==> config.mk <==
export PLATFORM = sky130hd
export DESIGN_NAME = adc_multi_if
export DESIGN_NICKNAME = d
export VERILOG_FILES = /design/src/rtl/adc_if_pkg.sv /design/src/rtl/adc_shift_chan.sv /design/src/rtl/adc_multi_if.sv
export SDC_FILE = /design/constraint.sdc
export NUM_CORES = 1
export LEC_CHECK = 0
export ABC_AREA = 1
export BUFFER_PORTS_ARGS = -buffer_cell sky130_fd_sc_hd__buf_2
export CORE_MARGIN = 2
export CORE_UTILIZATION = 50
export CTS_CLUSTER_DIAMETER = 50
export DETAILED_ROUTE_END_ITERATION = 7
export PLACE_DENSITY = 0.74
export SYNTH_ARGS = -nofsm -noshare
export SYNTH_HDL_FRONTEND = slang
export SYNTH_SLANG_ARGS = --single-unit
==> constraint.sdc <==
create_clock -name sck -period 1.55 [get_ports sck]
set_input_delay 0.0775 -clock sck [delete_from_list [all_inputs] [get_ports sck]]
set_output_delay 0.0775 -clock sck [all_outputs]
set_load 0.01 [all_outputs]
==> src/rtl/adc_if_pkg.sv <==
// Shared definitions for the multi-channel serial ADC interface: FSM state
// encoding, default parameter values and a small constant helper.
package adc_if_pkg;

    typedef enum logic [1:0] {
        ST_IDLE  = 2'd0,
        ST_LEAD  = 2'd1,
        ST_DATA  = 2'd2,
        ST_QUIET = 2'd3
    } adc_state_e;

    localparam int DEF_N_CH         = 2;
    localparam int DEF_DATA_W       = 12;
    localparam int DEF_LEAD_BITS    = 1;
    localparam int DEF_QUIET_CYCLES = 2;

    function automatic int max3(input int a, input int b, input int c);
        int m;
        m = (a > b) ? a : b;
        return (m > c) ? m : c;
    endfunction

endpackage

==> src/rtl/adc_shift_chan.sv <==
// One ADC channel: MSB-first shift register plus a sticky flag that records
// any 1 seen on the line during the leading (expected-zero) bits.
module adc_shift_chan #(
    parameter int DATA_W = 12
) (
    input  logic              sck,
    input  logic              rst_n,
    input  logic              clear,
    input  logic              lead_en,
    input  logic              shift_en,
    input  logic              miso,
    output logic [DATA_W-1:0] word_next,
    output logic              lead_err
);

    // Holds the DATA_W-1 bits already received; the final bit is appended
    // combinationally so the full word is ready on the edge that samples it.
    logic [DATA_W-2:0] sh_q;

    assign word_next = {sh_q, miso};

    always_ff @(posedge sck or negedge rst_n) begin
        if (!rst_n) begin
            sh_q     <= '0;
            lead_err <= 1'b0;
        end else begin
            if (shift_en) begin
                sh_q <= word_next[DATA_W-2:0];
            end
            if (clear) begin
                lead_err <= 1'b0;
            end else if (lead_en && miso) begin
                lead_err <= 1'b1;
            end
        end
    end

endmodule

==> src/rtl/adc_multi_if.sv <==
// Shared-clock, shared-chip-select reader for N_CH serial ADCs (sck is the
// only clock). Optional saturating error-frame counter: ADC_MULTI_IF_ERR_CNT_EN.
module adc_multi_if
    import adc_if_pkg::*;
#(
    parameter int N_CH         = DEF_N_CH,
    parameter int DATA_W       = DEF_DATA_W,
    parameter int LEAD_BITS    = DEF_LEAD_BITS,
    parameter int QUIET_CYCLES = DEF_QUIET_CYCLES
) (
    input  logic                   sck,
    input  logic                   rst_n,
    input  logic                   start_i,
    input  logic                   cont_i,
    input  logic [N_CH-1:0]        miso,
    output logic                   cs_n,
    output logic [N_CH*DATA_W-1:0] data_o,
    output logic                   valid_o,
    output logic [N_CH-1:0]        error_o,
    output logic                   busy_o,
    output logic [15:0]            err_cnt_o,
    output adc_state_e             state_o
);

    localparam int CNT_W = $clog2(max3(LEAD_BITS, DATA_W, QUIET_CYCLES) + 1);
    localparam adc_state_e FIRST_ST = (LEAD_BITS == 0) ? ST_DATA : ST_LEAD;

    adc_state_e             state_q, state_d;
    logic [CNT_W-1:0]       cnt_q;
    logic                   go, lead_last, data_last, quiet_last;
    logic                   cs_low_d, frame_start, deliver, lead_en, shift_en;
    logic [N_CH*DATA_W-1:0] word_next;
    logic [N_CH-1:0]        chan_err;

    assign go         = start_i | cont_i;
    assign lead_last  = (cnt_q == CNT_W'(LEAD_BITS - 1));
    assign data_last  = (cnt_q == CNT_W'(DATA_W - 1));
    assign quiet_last = (cnt_q == CNT_W'(QUIET_CYCLES - 1));

    // State register; the phase counter restarts on every state change.
    always_ff @(posedge sck or negedge rst_n) begin
        if (!rst_n) begin
            state_q <= ST_IDLE;
            cnt_q   <= '0;
        end else begin
            state_q <= state_d;
            if (state_d != state_q || state_q == ST_IDLE) begin
                cnt_q <= '0;
            end else begin
                cnt_q <= cnt_q + CNT_W'(1);
            end
        end
    end

    always_comb begin
        state_d = state_q;
        case (state_q)
            ST_IDLE:  if (go) state_d = FIRST_ST;
            ST_LEAD:  if (lead_last) state_d = ST_DATA;
            ST_DATA:  if (data_last) state_d = ST_QUIET;
            ST_QUIET: if (quiet_last) state_d = go ? FIRST_ST : ST_IDLE;
            default:  state_d = ST_IDLE;
        endcase
    end

    always_comb begin
        cs_low_d    = (state_d == ST_LEAD) || (state_d == ST_DATA);
        frame_start = cs_low_d && (state_q != ST_LEAD) && (state_q != ST_DATA);
        lead_en     = (state_q == ST_LEAD);
        shift_en    = (state_q == ST_DATA);
        deliver     = (state_q == ST_DATA) && data_last;
        busy_o      = (state_q != ST_IDLE);
        state_o     = state_q;
    end

    for (genvar c = 0; c < N_CH; c++) begin : g_chan
        adc_shift_chan #(.DATA_W(DATA_W)) u_chan (
            .sck       (sck),
            .rst_n     (rst_n),
            .clear     (frame_start),
            .lead_en   (lead_en),
            .shift_en  (shift_en),
            .miso      (miso[c]),
            .word_next (word_next[c*DATA_W +: DATA_W]),
            .lead_err  (chan_err[c])
        );
    end

    // valid_o is a one-cycle strobe with no back-pressure: data_o/error_o are
    // updated on the same edge and held until the next strobe.
    always_ff @(posedge sck or negedge rst_n) begin
        if (!rst_n) begin
            cs_n    <= 1'b1;
            valid_o <= 1'b0;
            data_o  <= '0;
            error_o <= '0;
        end else begin
            cs_n    <= ~cs_low_d;
            valid_o <= deliver;
            if (deliver) begin
                data_o  <= word_next;
                error_o <= chan_err;
            end
        end
    end

`ifdef ADC_MULTI_IF_ERR_CNT_EN
    logic [15:0] err_cnt_q;

    always_ff @(posedge sck or negedge rst_n) begin
        if (!rst_n) begin
            err_cnt_q <= '0;
        end else if (deliver && (|chan_err) && (err_cnt_q != 16'hFFFF)) begin
            err_cnt_q <= err_cnt_q + 16'd1;
        end
    end

    assign err_cnt_o = err_cnt_q;
`else
    assign err_cnt_o = 16'd0;
`endif

endmodule

==> metrics <==
GRT Residual Overflow=0; largest net degree at the start of global routing=59; clock insertion delay at the later pin of the skew report=between 0.3 and 0.4 ns; DRT iter0 DRCs=125; max-cap violations=0; Distinct cells, synth=24; Period Utilization, post-route=between 90 and 100%; register area=around 1500 um2; multi-input logic area=892 um2; reg-to-reg startpoint=cnt_q[0]; Final Util=63.0%; Die H=74.3 um; residual DRC count=0; initial antenna violation count=0; H-tree Lvls=3; register area share after synthesis=58.7%; Crit. End Element=register; fin. max-slew vios=0; vias in the first global route=1757; layout cells sized above 1=roughly a quarter; Power Density=1710 nW/um2; DR WL/cell=~11 um; hold path startpoint=start_i; GPL Wtd Cong=0.832; Clock Skew=between 0.007 and 0.008 ns; leak pwr=1.62 nW; fmax=697 MHz; final hold vios=0; Mapped Area=2470 um2; Worst IR Drop VDD=0.000846 V; Die ar.=5530 um2; hpwl dp=between 2000 and 3000 um; Design Power=approximately 5 mW; RSZ-0062 raised after global routing=true; Clock Sink Count=58; CTS clk-pin slew, worst paths=roughly 0.07 ns; outcome=completed; via count=1790; arrival time at the worst endpoint=around 1.7 ns; maximum root-to-sink buffer count=2; root buffer cell=clkbuf_8; Yosys warnings=0; Min Clock Period, post-route=between 1 and 1.5 ns; post-route ant nets=0; worst path required time=roughly 1.8 ns; first-pass GRT wire length=7690 um; Core Region=4750 um2; Yosys reg bits=58; Rows=25; I/O Buffers=36; I/O pins=53; Final Routed Wirelength=4490 um; Setup crit start kind=register; CP startpoint=cnt_q[0]; Max Fanout on Critical Path=4; CTS tree=yes; gate count after technology mapping=279; most frequent cells in the layout=142 x nand2_1, 57 x dfrtp_1, 36 x buf_2, 16 x conb_1, 10 x buf_4; layout net count=339; number of CTS-inserted buffers=9; synthesis-to-finish area growth=21.1%; final setup fails=0; fillcell total=419; Antenna diodes=0; Pre-Repair DR Iteration Count=4; GRT Total Usage=a little under a fifth; commonest non-fill, non-tap cell in the layout=nand2_1; syn_area_per_cell=8.87 um2; Die W=74.3 um; type of the worst setup path=register to register; Vias per Instance=4.45; Hold WC Path Type=primary input to register; Initial Utilization=52.0%
## final cells by class
class,instances,area share [%]
repair buffers,50,10.2
well taps,67,2.80
clock buffers,9,4.13
multi-input cells,199,29.8
inverters,12,1.50
flip-flops and latches,58,48.5
clock inverters,7,3.13
## cell families (layout without fill, tap and decap cells)
logic type	count (synthesis)	in the layout	synth area share, %
xor+xnor	1	1	0.354
flops	58	58	58.7
other cells	1	16	0.152
compound gates	9	9	2.12
fa+ha+maj	3	3	1.52
simple gates	170	170	28.5
buf+inv	37	78	8.60
## stage by stage
stage | worst slack, ns | cells | area [um2] | hold WS [ns] | setup TNS [ns]
3_5_place_dp | 0.0461 | 380 | 2700 | 0.103 | 0
3_3_place_gp | 0.167 | 380 | 2700 | 0.0983 | 0
2_1_floorplan | 0.160 | 294 | 2530 | -0.218 | 0
4_1_cts | 0.0384 | 399 | 2950 | 0.140 | 0
6_report | 0.116 | 402 | 3000 | 0.165 | 0
5_1_grt | -0.0105 | 402 | 3000 | 0.222 | -0.0167
## cell usage after synthesis, drive strengths merged
cell type | instances | area share (%)
nand2 | 148 | 23
dfrtp | 57 | 58
buf | 21 | 6.2
inv | 12 | 1.8
nor2 | 12 | 2.0
o21ai | 7 | 1.6
nand3 | 6 | 1.8
clkbuf | 4 | 0.61
ha | 3 | 1.5
nand4 | 3 | 1.4
a21oi | 2 | 0.56
conb | 1 | 0.15
dfstp | 1 | 1.1
or2 | 1 | 0.35
xor2 | 1 | 0.35
## worst max-delay path, stage by stage (launching register included)
cell     delay [ns]
dfrtp_1        0.39
buf_4          0.15
inv_1          0.05
ha_1           0.15
nand2_2        0.07
nand3_4        0.09
nand4_4        0.12
a21oi_2        0.15
nand2_2        0.09
nor2_1         0.11
## report_power, final
| group | switching (mW) | total (mW) | internal [mW] |
|---|---|---|---|
| Combinational | 0.924 | 1.43 | 0.510 |
| Sequential | 0.281 | 2.19 | 1.91 |
| Clock | 0.599 | 1.50 | 0.900 |
## sequential cells by signal, summed over array words and instances, names as in the netlist
signal / cells
data_o: 24
g_chan.u_chan.sh_q: 22
cnt_q: 4
error_o: 2
g_chan.u_chan.lead_err: 2
state_o: 2
cs_n: 1
valid_o: 1
## final timing paths
check	cells past startpoint	endpoint	slack (ns)
max in group asynchronous	3	cs_n	0.99
min	5	state_o[0]	0.17
max	9	cnt_q[0]	0.12
max reg2reg	9	cnt_q[0]	0.12
min in group asynchronous	3	data_o[18]	0.27
min reg2reg	2	data_o[19]	0.46
## per-layer routing
metal / vias up / share of wire, % / wire (um) / track usage (%)
met5: - / 0 / 0 / 0
met4: 0 / 1.4 / 64 / 10.9
met3: 6 / 3.9 / 176 / 4.07
met2: 40 / 50 / 2230 / 30.7
met1: 817 / 45 / 2020 / 23.4
li1: 927 / - / - / -
## timing repair
action                                  4_1_cts  5_1_grt
endpoints found under the hold margin        60        0
buffers inserted                              0        3
resized for setup                             0        7
hold buffers                                  3        0
endpoints found under the setup margin        0       30
No activity file was read; power rests on OpenSTA's default activity.
